--- src/rtl/add_pipe_pkg.sv ---
// Shared types and defaults for the two-stage add/subtract pipeline.
package add_pipe_pkg;

    localparam int WIDTH_DEF = 32;
    localparam int CNT_W_DEF = 16;

    localparam logic OP_ADD = 1'b0;
    localparam logic OP_SUB = 1'b1;

    typedef struct packed {
        logic cout;
        logic ovf;
        logic zero;
        logic neg;
    } add_flags_t;

endpackage

--- src/rtl/add_pipe_stage_cba_core.sv ---
// Combinational carry-bypass adder: 4-bit ripple blocks whose carry-out is
// bypassed straight from the block carry-in when every bit propagates.
module cba_core #(
    parameter int WIDTH = 32
) (
    input  logic [WIDTH-1:0] a,
    input  logic [WIDTH-1:0] b,
    input  logic             cin,
    output logic [WIDTH-1:0] sum,
    output logic             cout
);

    localparam int NBLK = WIDTH / 4;

    logic       carry;
    logic [4:0] blk_sum;
    logic       blk_p;

    always_comb begin
        carry   = cin;
        sum     = '0;
        blk_sum = '0;
        blk_p   = 1'b0;
        for (int k = 0; k < NBLK; k++) begin
            blk_sum = {1'b0, a[4*k +: 4]} + {1'b0, b[4*k +: 4]} + {4'b0000, carry};
            sum[4*k +: 4] = blk_sum[3:0];
            blk_p = &(a[4*k +: 4] ^ b[4*k +: 4]);
            // Full propagate: the block carry-out equals its carry-in.
            carry = blk_p ? carry : blk_sum[4];
        end
        cout = carry;
    end

endmodule

--- src/rtl/add_pipe_stage.sv ---
// Two-stage add/subtract unit: operand register, carry-bypass adder, result
// register with flags, valid/ready on both sides and a completed-op counter.
module add_pipe_stage
    import add_pipe_pkg::*;
#(
    parameter int WIDTH = WIDTH_DEF,
    parameter int CNT_W = CNT_W_DEF
) (
    input  logic             clk,
    input  logic             rst,
    input  logic             in_valid,
    output logic             in_ready,
    input  logic [WIDTH-1:0] in_a,
    input  logic [WIDTH-1:0] in_b,
    input  logic             in_sub,
    output logic             out_valid,
    input  logic             out_ready,
    output logic [WIDTH-1:0] out_sum,
    output logic             out_cout,
    output logic             out_ovf,
    output logic             out_zero,
    output logic             out_neg,
    output logic [CNT_W-1:0] done_cnt
);

    function automatic add_flags_t make_flags(input logic [WIDTH-1:0] a,
                                              input logic [WIDTH-1:0] b_eff,
                                              input logic [WIDTH-1:0] sum,
                                              input logic             cout);
        add_flags_t f;
        f.cout = cout;
        f.ovf  = (a[WIDTH-1] == b_eff[WIDTH-1]) && (sum[WIDTH-1] != a[WIDTH-1]);
        f.zero = (sum == '0);
        f.neg  = sum[WIDTH-1];
        return f;
    endfunction

    logic             vld_p1_q, vld_p1_d;
    logic [WIDTH-1:0] a_p1_q,   a_p1_d;
    logic [WIDTH-1:0] b_p1_q,   b_p1_d;
    logic             cin_p1_q, cin_p1_d;

    logic             vld_p2_q, vld_p2_d;
    logic [WIDTH-1:0] sum_p2_q, sum_p2_d;
    add_flags_t       flg_p2_q, flg_p2_d;

    logic [CNT_W-1:0] done_cnt_q, done_cnt_d;

    logic             in_acc, s2_load, out_hs;
    logic [WIDTH-1:0] core_sum;
    logic             core_cout;

    assign s2_load  = vld_p1_q && (!vld_p2_q || out_ready);
    assign in_ready = !rst && (!vld_p1_q || s2_load);
    assign in_acc   = in_valid && in_ready;
    assign out_hs   = vld_p2_q && out_ready;

    // Stage 1: operand capture, subtraction folded in as ~b with carry-in 1
    always_comb begin
        vld_p1_d = vld_p1_q;
        a_p1_d   = a_p1_q;
        b_p1_d   = b_p1_q;
        cin_p1_d = cin_p1_q;
        if (in_acc) begin
            vld_p1_d = 1'b1;
            a_p1_d   = in_a;
            b_p1_d   = (in_sub == OP_SUB) ? ~in_b : in_b;
            cin_p1_d = (in_sub == OP_SUB);
        end else if (s2_load) begin
            vld_p1_d = 1'b0;
        end
    end

    cba_core #(.WIDTH(WIDTH)) u_core (
        .a    (a_p1_q),
        .b    (b_p1_q),
        .cin  (cin_p1_q),
        .sum  (core_sum),
        .cout (core_cout)
    );

    // Stage 2: result and flag register
    always_comb begin
        vld_p2_d   = vld_p2_q;
        sum_p2_d   = sum_p2_q;
        flg_p2_d   = flg_p2_q;
        done_cnt_d = done_cnt_q;
        if (s2_load) begin
            vld_p2_d = 1'b1;
            sum_p2_d = core_sum;
            flg_p2_d = make_flags(a_p1_q, b_p1_q, core_sum, core_cout);
        end else if (out_hs) begin
            vld_p2_d = 1'b0;
        end
        if (out_hs) begin
            done_cnt_d = done_cnt_q + {{(CNT_W-1){1'b0}}, 1'b1};
        end
    end

    always_ff @(posedge clk) begin
        if (rst) begin
            vld_p1_q   <= 1'b0;
            a_p1_q     <= '0;
            b_p1_q     <= '0;
            cin_p1_q   <= 1'b0;
            vld_p2_q   <= 1'b0;
            sum_p2_q   <= '0;
            flg_p2_q   <= '0;
            done_cnt_q <= '0;
        end else begin
            vld_p1_q   <= vld_p1_d;
            a_p1_q     <= a_p1_d;
            b_p1_q     <= b_p1_d;
            cin_p1_q   <= cin_p1_d;
            vld_p2_q   <= vld_p2_d;
            sum_p2_q   <= sum_p2_d;
            flg_p2_q   <= flg_p2_d;
            done_cnt_q <= done_cnt_d;
        end
    end

    assign out_valid = vld_p2_q;
    assign out_sum   = sum_p2_q;
    assign out_cout  = flg_p2_q.cout;
    assign out_ovf   = flg_p2_q.ovf;
    assign out_zero  = flg_p2_q.zero;
    assign out_neg   = flg_p2_q.neg;
    assign done_cnt  = done_cnt_q;

endmodule

--- config.mk ---
export PLATFORM = sky130hd
export DESIGN_NAME = add_pipe_stage
export DESIGN_NICKNAME = d
export VERILOG_FILES = /design/src/rtl/add_pipe_pkg.sv /design/src/rtl/add_pipe_stage_cba_core.sv /design/src/rtl/add_pipe_stage.sv
export SDC_FILE = /design/constraint.sdc
export NUM_CORES = 1
export LEC_CHECK = 0
export BUFFER_PORTS_ARGS = -buffer_cell sky130_fd_sc_hd__buf_2
export CELL_PAD_IN_SITES_DETAIL_PLACEMENT = 2
export CELL_PAD_IN_SITES_GLOBAL_PLACEMENT = 2
export CORE_MARGIN = 3
export CORE_UTILIZATION = 35
export DETAILED_ROUTE_END_ITERATION = 8
export PLACE_DENSITY = 0.83
export SETUP_SLACK_MARGIN = 0.02
export SYNTH_ARGS = -nofsm -noshare
export SYNTH_HDL_FRONTEND = slang
export SYNTH_SLANG_ARGS = --single-unit
--- constraint.sdc ---
create_clock -name clk -period 25.8 [get_ports clk]
set_input_delay 5.16 -clock clk [delete_from_list [all_inputs] [get_ports clk]]
set_output_delay 5.16 -clock clk [all_outputs]
set_load 0.01 [all_outputs]
After elaboration in Yosys (flattened, before gate mapping)
Index checks and enable logic that the tools add are counted.

Flip-flop bits (word level): 119. Latch bits: 0. Bits in writable memories: 0. Memory bits (read-only): 0. Input port bits: 69. Output and inout port bits: 54. Logic and storage cells: 73. Memories: 0.

Add/subtract/negate cells: 17. Multiply operators: 0. Divide/modulo/power cells: 0. Order comparisons: 0. Eq/ne operators: 2. Shifts and indexed selects: 0. Multiplexer cells: 13. Bitwise logic cells: 9. Reductions and logical operators: 21.

Operators by type and width (count): 4-bit by 4-bit adder with 5-bit output (8); 5-bit by 1-bit adder with 5-bit output (8); 32-bit zero test (1); 32-bit 2-to-1 mux (1); 32-bit NOT (1); 4-bit AND reduction (8); 4-bit XOR (8); 16-bit by 1-bit adder with 16-bit output (second input constant) (1); 1-bit 2-to-1 mux (12); 1-bit logical AND (5); 2-bit nonzero test (2); 1-bit zero test (3); 1-bit logical OR (2); 1-bit == test (1); 1-bit inequality test (1).

Logic depth before layout (Yosys ltp)
Gate-level depths: netlist of run 1.

Depth after elaboration: 18. Mapped depth: 48. Gate-level depth less buffers: 48.

Modules after synthesis
A second synthesis of run 1 with hierarchy kept.

Cell total of the unflattened synthesis: 693. Area, all modules: 6075.8 um2.

By module, submodules not included: add_pipe_stage (instances 1, cells each 541, area each 4712.0 um2); cba_core (instances 1, cells each 152, area each 1363.8 um2).

Worst setup path before layout of run 1
No wires, ideal clock.

Kind: register to register. Start point: reg a_p1_q[0]. End point: reg flg_p2_q, in the netlist out_zero. Library setup time: 69 ps. Arrival time: 10733 ps. Slack: 14998 ps. Cell stages (with the launch flop): 49. Buffers on the path: 0. Cells stage by stage: dfxtp_1 inv_1 fa_1 fa_1 nor2b_1 o21ai_0 a31oi_1 fa_1 fa_1 o21ai_0 a211oi_1 or2_2 fa_1 fa_1 a211o_1 a21oi_1 nor2_1 fa_1 [13 not listed] a211o_1 a21oi_1 a31o_2 a31oi_1 fa_1 fa_1 a21o_1 a21o_1 a22oi_1 nand2_1 fa_1 inv_1 fa_1 and4bb_1 nand4_1 nor4_1 or4b_1 o21ai_1.

Longest elaborated chain between the ends: 17. Elaborated cells between the ends (all ways): 19.

RTL lines: start: declaration (RTL line add_pipe_stage.sv:39) `logic [WIDTH-1:0] a_p1_q, a_p1_d;`; start signal: assignment (RTL line add_pipe_stage.sv:112) `a_p1_q <= a_p1_d;`; 4-bit by 4-bit adder with 5-bit output or 4-bit XOR (tied branches) (RTL line add_pipe_stage_cba_core.sv:25, add_pipe_stage_cba_core.sv:27); 5-bit by 1-bit adder with 5-bit output or 4-bit AND reduction (tied branches) (RTL line add_pipe_stage_cba_core.sv:25, add_pipe_stage_cba_core.sv:27); 1-bit 2-to-1 mux (RTL line add_pipe_stage_cba_core.sv:29) `carry = blk_p ? carry : blk_sum[4];`; 5-bit by 1-bit adder with 5-bit output (RTL line add_pipe_stage_cba_core.sv:25) `blk_sum = {1'b0, a[4*k +: 4]} + {1'b0, b[4*k +: 4]} + {4'b0000, carry};`; 1-bit 2-to-1 mux (RTL line add_pipe_stage_cba_core.sv:29); 5-bit by 1-bit adder with 5-bit output (RTL line add_pipe_stage_cba_core.sv:25); 1-bit 2-to-1 mux (RTL line add_pipe_stage_cba_core.sv:29); 5-bit by 1-bit adder with 5-bit output (RTL line add_pipe_stage_cba_core.sv:25); 1-bit 2-to-1 mux (RTL line add_pipe_stage_cba_core.sv:29); 5-bit by 1-bit adder with 5-bit output (RTL line add_pipe_stage_cba_core.sv:25); 1-bit 2-to-1 mux (RTL line add_pipe_stage_cba_core.sv:29); 5-bit by 1-bit adder with 5-bit output (RTL line add_pipe_stage_cba_core.sv:25); 1-bit 2-to-1 mux (RTL line add_pipe_stage_cba_core.sv:29); 5-bit by 1-bit adder with 5-bit output (RTL line add_pipe_stage_cba_core.sv:25); 1-bit 2-to-1 mux (RTL line add_pipe_stage_cba_core.sv:29); 5-bit by 1-bit adder with 5-bit output (RTL line add_pipe_stage_cba_core.sv:25); 32-bit zero test * (RTL line add_pipe_stage.sv:33) `f.zero = (sum == '0);`; end signal: assignment (RTL line add_pipe_stage.sv:117) `flg_p2_q <= flg_p2_d;`; end: declaration (RTL line add_pipe_stage.sv:45) `add_flags_t flg_p2_q, flg_p2_d;`.

Every way passes the cells marked *; elsewhere a longest branch is shown, timed or not. A chain may end at the register's enable or synchronous reset.

Worst setup path after layout of run 1
Start point: reg cin_p1_q. End point: reg flg_p2_q, in the netlist out_zero.

Longest elaborated chain between the ends: 16.

RTL lines: start: declaration (RTL line add_pipe_stage.sv:41) `logic cin_p1_q, cin_p1_d;`; start signal: assignment (RTL line add_pipe_stage.sv:114) `cin_p1_q <= cin_p1_d;`; 5-bit by 1-bit adder with 5-bit output (RTL line add_pipe_stage_cba_core.sv:25); 1-bit 2-to-1 mux (RTL line add_pipe_stage_cba_core.sv:29); 5-bit by 1-bit adder with 5-bit output (RTL line add_pipe_stage_cba_core.sv:25); 1-bit 2-to-1 mux (RTL line add_pipe_stage_cba_core.sv:29); 5-bit by 1-bit adder with 5-bit output (RTL line add_pipe_stage_cba_core.sv:25); 1-bit 2-to-1 mux (RTL line add_pipe_stage_cba_core.sv:29); 5-bit by 1-bit adder with 5-bit output (RTL line add_pipe_stage_cba_core.sv:25); 1-bit 2-to-1 mux (RTL line add_pipe_stage_cba_core.sv:29); 5-bit by 1-bit adder with 5-bit output (RTL line add_pipe_stage_cba_core.sv:25); 1-bit 2-to-1 mux (RTL line add_pipe_stage_cba_core.sv:29); 5-bit by 1-bit adder with 5-bit output (RTL line add_pipe_stage_cba_core.sv:25); 1-bit 2-to-1 mux (RTL line add_pipe_stage_cba_core.sv:29); 5-bit by 1-bit adder with 5-bit output (RTL line add_pipe_stage_cba_core.sv:25); 1-bit 2-to-1 mux (RTL line add_pipe_stage_cba_core.sv:29); 5-bit by 1-bit adder with 5-bit output (RTL line add_pipe_stage_cba_core.sv:25); 32-bit zero test * (RTL line add_pipe_stage.sv:33).

Marked as above.

==> results.json, run 1 <==
{
  "crit_fanout": 3,
  "vias": 5286,
  "intPower_mw": 0.387,
  "die_w_um": 137,
  "synth_cell_type_count": 47,
  "comb_power_share": 0.158,
  "grt_pass1_wl_mm": 31.7,
  "drive_above_1_share": 0.203,
  "synth_seq_area_share": 0.395,
  "arrival_ns": 12.92,
  "grt_usage": 0.219,
  "clkPwrFrac": 0.456,
  "p_leak_nw": 3.26,
  "syn_area_um2": 5980,
  "cts_buffer_depth": 2,
  "holdCritPathClass": "reg -> reg",
  "synth.most_common_cell": "dfxtp_1",
  "synthToLayoutAreaGrowth_pct": 22.7,
  "grt.busiest_layer": "met2",
  "pwr-share-seq": 0.386,
  "grt_util_met3": 0.0390,
  "synth_edf_count": 0,
  "met2_usage": 0.364,
  "hold_violations": 0,
  "grt_max_degree": 121,
  "netlist_top_cells_area": "dfxtp_1, nand3b_1, xnor2_1, nand2_1, ha_1",
  "placed_cells_incl_taps": 986,
  "stdcell_count": 1017,
  "switchingPower_mw": 0.145,
  "cap_violations": 0,
  "numCtsBuffers": 17,
  "syn_avg_cell_area_um2": 8.83,
  "drt_pass1_iterations": 4,
  "overflow": 0,
  "antenna_found_initial": 0,
  "clkTransAtPathRegs_ns": 0.05,
  "endpoint_kind": "register",
  "drc": 0,
  "ys.flop_type": "dfxtp_1",
  "critPathLaunch": "cin_p1_q$_SDFFE_PP0P_",
  "fmax_mhz": 79.6,
  "rsz0062_at_grt": "no",
  "finalMaxSlewViolations": 0,
  "via_per_inst": 5.20,
  "cts-root-buf": "clkbuf_16",
  "fin_crit_ns": 12.56,
  "final-setup-viol-count": 0,
  "antennaDiodeCount": 0,
  "crit_type": "reg -> reg",
  "ant_nets": 0,
  "clock_skew_ns": 0.0229,
  "clock-sinks": 118,
  "cts_max_level": 4,
  "slowest_stage": "fa_1",
  "setup.worst_path.start_class": "register",
  "clock_latency_ns": 0.44,
  "wl_mm": 19.6,
  "worst-slew-pin-transition_ns": 1.18,
  "gp_congestion": 0.855,
  "yosys.area.top_type": "dfxtp_1",
  "setup_tns_ns": 0,
  "met1_usage": 0.290,
  "ios": 123,
  "wire_per_inst_um": 19.3,
  "p_per_area_nw_per_um2": 72.4,
  "synth_warnings": 0,
  "post-route-period-util": 0.487,
  "final_nets": 903,
  "start_util": 0.360,
  "required_ns": 26.16,
  "cts-resized-gates": 0,
  "synthCells": 678,
  "cts_hold_buffers": 0,
  "status": "completed",
  "first_iter_violations": 255,
  "ys_async_sr_fraction": 0,
  "synth-seq-cells": 118,
  "syn_nets": 796,
  "cts_setup_buffers": 0,
  "timing.rr.start": "cin_p1_q$_SDFFE_PP0P_",
  "port-buffer-count": 122,
  "swShare": 0.272,
  "crit_path_max_incr_delay_ns": 0.48,
  "vdd_ir_drop_max_v": 0.0000496,
  "die-area_um2": 18700,
  "hp-start": "out_sum[20]$_SDFFE_PP0P_",
  "coreArea_um2": 16600,
  "cts_tree": "yes",
  "synth.cells.most_frequent": "dfxtp_1, nand2_1, nand3b_1",
  "dieHeight_um": 137,
  "timing.slew.headroom": 0.210,
  "rows": 47,
  "dp_hpwl_mm": 13.9,
  "grt_pass1_vias": 5750,
  "synth_top_area_frac": 0.395,
  "crit_top_cell": "fa_1"
}
-- power groups by stage --
stage                     logic [mW]  clock network [mW]  registers (mW)
after CTS                     0.0842               0.246           0.205
after global routing          0.0927               0.258           0.207
final                         0.0839               0.243           0.205
after floorplan               0.0501                   0           0.207
after detailed placement      0.0814                   0           0.209
after global placement        0.0770                   0           0.208
-- critical path: cells and delay by family, from the launching register on --
| kind | cells | cell delay, ns |
|---|---|---|
| adder cells (fa/ha/maj) | 16 | 6.30 |
| AO/OA/AOI/OAI | 19 | 3.68 |
| AND/OR/NAND/NOR | 8 | 1.56 |
| flip-flops | 1 | 0.32 |
| buffers and inverters | 3 | 0.30 |
| multiplexers | 2 | 0.29 |
-- layout by cell type (no fill, tap or decap), drive strengths merged, types with 8 or more instances in the layout --
cell type  instances
a211oi             9
a21o               8
a21oi             44
buf              126
clkbuf            21
dfxtp            118
fa                16
ha                33
inv               18
nand2            112
nand3              8
nand3b            60
nand4             10
nor2              33
nor3               9
o21ai             44
or3               12
xnor2             50
-- flip-flops by register name, indices dropped and copies added (netlist names) --
register / count
done_cnt: 16
out_valid: 1
cin_p1_q: 1
out_ovf: 1
b_p1_q: 32
out_zero: 1
out_cout: 1
a_p1_q: 32
out_sum: 32
vld_p1_q: 1
-- worst paths after layout --
check,to,slack [ns],depth (start not counted)
max,out_zero$_SDFFE_PP0P_,13.24,48
min,out_sum[20]$_SDFFE_PP0P_,0.45,2
max reg2reg,out_zero$_SDFFE_PP0P_,13.24,48
min reg2reg,out_sum[20]$_SDFFE_PP0P_,0.45,2
-- metal layers --
metal | up-vias | part of all wire
li1 | 2547 | -
met3 | 18 | 0.047
met5 | - | 0
met2 | 121 | 0.49
met1 | 2600 | 0.45
met4 | 0 | 0.011
-- cell families after synthesis --
| family | count (synthesis) | synth area share |
|---|---|---|
| AO/OA/AOI/OAI | 128 | 0.124 |
| multiplexers | 2 | 0.00335 |
| flip-flops | 118 | 0.395 |
| AND/OR/NAND/NOR | 270 | 0.237 |
| XOR/XNOR | 55 | 0.0805 |
| adder cells (fa/ha/maj) | 49 | 0.123 |
| buffers and inverters | 56 | 0.0376 |
-- final cells by class --
cell class	count	area [µm²]
clock buffer	21	470
clock inverter	10	128
fill	1854	9300
inverter	18	67.6
multi-input combinational	504	3400
sequential	118	2360
tap	220	275
timing repair buffer	126	641
-- stage by stage --
stage | worst slack, ns | power, mW | util | hold slack (ns) | instance area, µm²
4_1_cts | 13.33 | 0.535 | 0.441 | 0.456 | 7340
5_1_grt | 12.48 | 0.557 | 0.441 | 0.476 | 7340
3_5_place_dp | 13.63 | 0.290 | 0.405 | 0.449 | 6750
2_1_floorplan | 15.00 | 0.257 | - | 0.454 | 5980
3_3_place_gp | 14.24 | 0.285 | 0.405 | 0.442 | 6750
6_report | 13.24 | 0.532 | 0.441 | 0.454 | 7340
(Power assumes the default switching activity.)
==> run 2: changes to the inputs <==
--- a/config.mk
+++ b/config.mk
@@ -9,9 +9,9 @@
 export CELL_PAD_IN_SITES_DETAIL_PLACEMENT = 2
 export CELL_PAD_IN_SITES_GLOBAL_PLACEMENT = 2
 export CORE_MARGIN = 3
-export CORE_UTILIZATION = 35
+export CORE_UTILIZATION = 30
 export DETAILED_ROUTE_END_ITERATION = 8
-export PLACE_DENSITY = 0.83
+export PLACE_DENSITY = 0.76
 export SETUP_SLACK_MARGIN = 0.02
 export SYNTH_ARGS = -nofsm -noshare
 export SYNTH_HDL_FRONTEND = slang
==> constraint.sdc (replaced) <==
create_clock -name clk -period 10.7 [get_ports clk]
set_input_delay 2.14 -clock clk [delete_from_list [all_inputs] [get_ports clk]]
set_output_delay 2.14 -clock clk [all_outputs]
set_load 0.01 [all_outputs]
==> run 2 against run 1 <==
The run now ends with setup timing left. Sequential power is 140% higher. Sequential share of layout area fell by 1.6 points. Via count grew 2.0%. Non-clock buffer count is 32 higher. Critical path depth stayed put. Critical path type unchanged. Critical endpoint unchanged.
==> results.json, run 2 (synthesis gave the netlist of run 1 again) <==
{
  "ios": 123,
  "timing.final.ws_setup_ns": -0.241,
  "dieHeight_um": 147,
  "setup_tns_ns": -0.241,
  "crit_fanout": 2,
  "start_util": 0.306,
  "cts_hold_buffers": 0,
  "dp_hpwl_mm": 14.6,
  "required_ns": 11.05,
  "grt_pass1_vias": 6075,
  "wire_per_inst_um": 19.0,
  "final_nets": 935,
  "crit_end": "out_zero$_SDFFE_PP0P_",
  "setup.worst_path.start_class": "register",
  "die_w_um": 147,
  "hold_violations": 0,
  "crit_cells": 48,
  "holdCritPathClass": "reg -> reg",
  "slowest_stage": "or4b_1",
  "clock_latency_ns": 0.42,
  "stdcell_count": 1095,
  "cts_buffer_depth": 2,
  "first_iter_violations": 187,
  "p_leak_nw": 3.40,
  "critPathBufInv": 3,
  "synthToLayoutAreaGrowth_pct": 29.2,
  "via_per_inst": 4.92,
  "vias": 5392,
  "cap_violations": 0,
  "crit_type": "reg -> reg",
  "fillers": 2196,
  "finalMaxSlewViolations": 0,
  "clkTransAtPathRegs_ns": 0.05,
  "fin_util": 0.396,
  "final_common_cell": "buf_2",
  "r2r_end": "out_zero$_SDFFE_PP0P_",
  "rows": 51,
  "wl_mm": 20.8,
  "arrival_ns": 11.29,
  "crit_path_max_incr_delay_ns": 0.47,
  "coreArea_um2": 19500,
  "cts-root-buf": "clkbuf_16",
  "vdd_ir_drop_max_v": 0.000113,
  "endpoint_kind": "register",
  "finalPower_mw": 1.32,
  "fmax_mhz": 91.4,
  "antenna_found_initial": 0,
  "cp_top_family": "adder cells",
  "antennaDiodeCount": 0,
  "timing.rr.start": "cin_p1_q$_SDFFE_PP0P_",
  "critPathLaunch": "cin_p1_q$_SDFFE_PP0P_",
  "cts_tree": "yes",
  "rr_worst_depth": 48,
  "violations": "setup timing",
  "final_cell_mix": "buf_2, dfxtp_1, nand2_1",
  "clock-sinks": 118,
  "die-area_um2": 21700,
  "holdWs_ns": 0.455,
  "drt_pass1_iterations": 4,
  "r2r_setup_slack_ns": -0.24,
  "placed_cells_incl_taps": 1054,
  "grt_pass1_wl_mm": 32.8,
  "ant_nets": 0,
  "timing.slew.headroom": 0.279,
  "overflow": 0,
  "drive_above_1_share": 0.261,
  "clock_skew_ns": 0.00463,
  "p_per_area_nw_per_um2": 171,
  "gp_congestion": 0.862,
  "numCtsBuffers": 17,
  "drc": 0,
  "cts_max_level": 4,
  "worst-slew-pin-transition_ns": 1.08,
  "fin_crit_ns": 10.94,
  "post-route-period-util": 1.02,
  "crit_top_cell": "fa_2",
  "final-setup-viol-count": 1,
  "rsz0062_at_grt": "yes",
  "grt_max_degree": 119,
  "port-buffer-count": 122,
  "status": "finished, violations left",
  "grt_usage": 0.192
}
-- run 2: how the worst min path moves through the flow --
stage	start	to	slack, ns	cells past startpoint
final	out_sum[21]$_SDFFE_PP0P_	out_sum[21]$_SDFFE_PP0P_	0.45	2
after global routing	out_sum[21]$_SDFFE_PP0P_	out_sum[21]$_SDFFE_PP0P_	0.49	2
after CTS	out_sum[21]$_SDFFE_PP0P_	out_sum[21]$_SDFFE_PP0P_	0.46	2
after detailed placement	out_sum[21]$_SDFFE_PP0P_	out_sum[21]$_SDFFE_PP0P_	0.45	2
after global placement	out_sum[23]$_SDFFE_PP0P_	out_sum[23]$_SDFFE_PP0P_	0.45	2
after floorplan	a_p1_q[10]$_SDFFE_PP0P_	a_p1_q[10]$_SDFFE_PP0P_	0.45	2
-- run 2: per-stage QoR --
stage	cell area [µm²]	worst slack [ns]
2_1_floorplan	5990	0.0398
3_3_place_gp	6980	-0.247
3_5_place_dp	6980	-0.895
4_1_cts	7690	-0.216
5_1_grt	7730	-0.673
6_report	7730	-0.241
-- run 2: layout make-up --
type	count	area, µm²	area share
well taps	265	332	0.0429
multi-input cells	504	3470	0.448
clock buffers	23	478	0.0618
clock inverters	9	148	0.0191
inverters	18	67.6	0.00874
flip-flops and latches	118	2360	0.305
repair buffers	158	881	0.114
-- run 2: timing repair --
| action | in CTS | in global routing |
|---|---|---|
| endpoints found under the hold margin | 0 | 0 |
| setup endpoints to repair | 6 | 6 |
| setup buffers | 5 | 4 |
| resized for setup | 19 | 5 |
| pin swaps | 4 | 2 |
-- run 2: where the power goes --
part | switching (mW) | internal, mW | total [mW] | leakage, nW
clock network | 0.203 | 0.406 | 0.609 | 0.307
logic | 0.124 | 0.0951 | 0.219 | 2.12
registers | 0.0261 | 0.469 | 0.496 | 0.969
-- run 2: routing by layer --
metal / part of all wire / GRT usage / vias to the layer above
li1: - / - / 2615
met1: 0.44 / 0.233 / 2637
met2: 0.50 / 0.338 / 119
met3: 0.047 / 0.0444 / 21
met4: 0.015 / 0.0587 / 0
met5: 0 / 0 / -
-- run 2: worst min-delay path: cells and delay by family (launching register included) --
kind	cells	cell delay, ns
AO/OA/AOI/OAI	1	0.05
flip-flops	1	0.30
AND/OR/NAND/NOR	1	0.05
==> run 3: changes to the inputs <==
==> constraint.sdc (replaced) <==
create_clock -name clk -period 10.7 [get_ports clk]
set_input_delay 1.07 -clock clk [delete_from_list [all_inputs] [get_ports clk]]
set_output_delay 1.07 -clock clk [all_outputs]
set_load 0.01 [all_outputs]
==> run 3 against run 2 <==
The flow still finishes with violations (setup timing). Design area grew 0.99%. Count of clock-buffer cells in the layout grew 2. Fmax grew 0.68%. First-iteration DRC count grew 35%. Largest power group unchanged. Highest routed layer is now met5.
==> results.json, run 3 (synthesis gave the netlist of run 1 again) <==
{
  "status": "finished, violations left",
  "violations": "setup timing",
  "final_cell_mix": "buf_2, dfxtp_1, nand2_1",
  "crit_type": "reg -> reg",
  "coreArea_um2": 19500,
  "fin_crit_ns": 10.87,
  "p_per_area_nw_per_um2": 166,
  "grt_pass1_wl_mm": 32.5,
  "antenna_found_initial": 1,
  "timing.final.ws_setup_ns": -0.168,
  "rows": 51,
  "grt_pass1_vias": 5943,
  "finalMaxSlewViolations": 0,
  "synthToLayoutAreaGrowth_pct": 30.5,
  "die_w_um": 147,
  "met2_usage": 0.331,
  "setup.worst_path.start_class": "register",
  "numCtsBuffers": 17,
  "final_common_cell": "buf_2",
  "grt_usage": 0.189,
  "cts_tree": "yes",
  "rsz0062_at_grt": "yes",
  "finalPower_mw": 1.30,
  "grt.busiest_layer": "met2",
  "final_nets": 944,
  "overflow": 0,
  "cts_hold_buffers": 0,
  "port-buffer-count": 122,
  "grt_max_degree": 121,
  "cts-root-buf": "clkbuf_16",
  "critPathBufInv": 3,
  "dieHeight_um": 147,
  "hold_violations": 0,
  "required_ns": 11.05,
  "final-setup-viol-count": 1,
  "dp_hpwl_mm": 14.5,
  "fin_util": 0.400,
  "clock_skew_ns": 0.00814,
  "cap_violations": 0,
  "wire_per_inst_um": 18.5,
  "cts_buffer_depth": 2,
  "arrival_ns": 11.22,
  "gp_congestion": 0.862,
  "cp_top_family": "adder cells",
  "ios": 123,
  "crit_fanout": 2,
  "ant_nets": 0,
  "drc": 0,
  "vias": 5386,
  "endpoint_kind": "register",
  "holdWs_ns": 0.452,
  "start_util": 0.306,
  "clock-sinks": 118,
  "met1_usage": 0.234,
  "first_iter_violations": 253,
  "drive_above_1_share": 0.281,
  "wl_mm": 20.4,
  "timing.slew.headroom": 0.253,
  "antennaDiodeCount": 0,
  "cts_max_level": 4,
  "die-area_um2": 21700,
  "grt_util_met3": 0.0497,
  "clkTransAtPathRegs_ns": 0.06,
  "via_per_inst": 4.88,
  "holdCritPathClass": "reg -> reg",
  "crit_path_max_incr_delay_ns": 0.48,
  "place_ws_ns": -0.892,
  "vdd_ir_drop_max_v": 0.000108,
  "fmax_mhz": 92.0,
  "crit_top_cell": "fa_2",
  "worst-slew-pin-transition_ns": 1.12,
  "slowest_stage": "or4b_4",
  "drt_pass1_iterations": 4,
  "post-route-period-util": 1.02,
  "clock_latency_ns": 0.42,
  "p_leak_nw": 3.41
}
-- run 3: cell types whose count changed in the layout (fill, tap and decap cells not counted), moves of 2 or more --
cell        before  now
o21ai_1         22   19
mux2i_1          2    0
mux2i_2          0    2
clkbuf_8         3    5
inv_1           16   14
clkinvlp_4       1    3
inv_2            2    4
buf_4           36   45
o21ai_2          1    3
clkinv_2         4    2
bufinv_16        4    2
-- run 3: layout make-up --
| cell class | instances | area, µm² |
|---|---|---|
| fillers | 2221 | 11700 |
| inverters | 18 | 67.6 |
| repair buffers | 167 | 948 |
| multi-input cells | 504 | 3500 |
| flip-flops and latches | 118 | 2360 |
| clock inverters | 7 | 92.6 |
| well taps | 265 | 332 |
| clock buffers | 25 | 505 |
-- run 3: layer usage --
metal / share of wire / vias to the layer above
met5: 0.00064 / -
met1: 0.45 / 2637
met3: 0.039 / 14
met2: 0.50 / 106
met4: 0.0097 / 2
li1: - / 2627
-- run 3: path summary, 6_finish.rpt --
kind                            slack (ns)                startpoint  cells after the start                  endpoint
worst min-delay path                  0.45  out_sum[21]$_SDFFE_PP0P_                      2  out_sum[21]$_SDFFE_PP0P_
worst min register to register        0.45  out_sum[21]$_SDFFE_PP0P_                      2  out_sum[21]$_SDFFE_PP0P_
worst max-delay path                 -0.17     cin_p1_q$_SDFFE_PP0P_                     48     out_zero$_SDFFE_PP0P_
worst max register to register       -0.17     cin_p1_q$_SDFFE_PP0P_                     48     out_zero$_SDFFE_PP0P_
-- run 3: timing repair --
action | in CTS | in global routing
buffers inserted | 7 | 11
pin swaps | 7 | 21
hold endpoints to repair | 0 | 0
endpoints found under the setup margin | 7 | 6
resized for setup | 26 | 8
-- run 3: power breakdown --
| part | switching [mW] | leakage [nW] | internal [mW] | total, mW |
|---|---|---|---|---|
| Combinational | 0.123 | 2.16 | 0.0971 | 0.220 |
| Clock | 0.207 | 0.286 | 0.373 | 0.580 |
| Sequential | 0.0252 | 0.969 | 0.469 | 0.495 |
-- run 3: worst register-to-register path, delay by kind of cell, from the launching register on --
kind,cells,cell delay (ns)
xor gates and xnor gates,1,0.09
muxes,2,0.21
AOI/OAI and AO/OA,19,3.02
adders and majority gates,16,5.48
DFF,1,0.32
and+or+nand+nor,7,1.44
buffers and inverters,3,0.24
-- run 3: per-stage QoR --
stage                     TNS (ns)  instance area (µm²)  std cells
after floorplan                  0                 5990        678
after CTS                   -0.252                 7700       1093
after global routing        -0.661                 7810       1104
final                       -0.168                 7810       1104
after detailed placement     -2.13                 6980       1054
after global placement      -0.228                 6980       1054
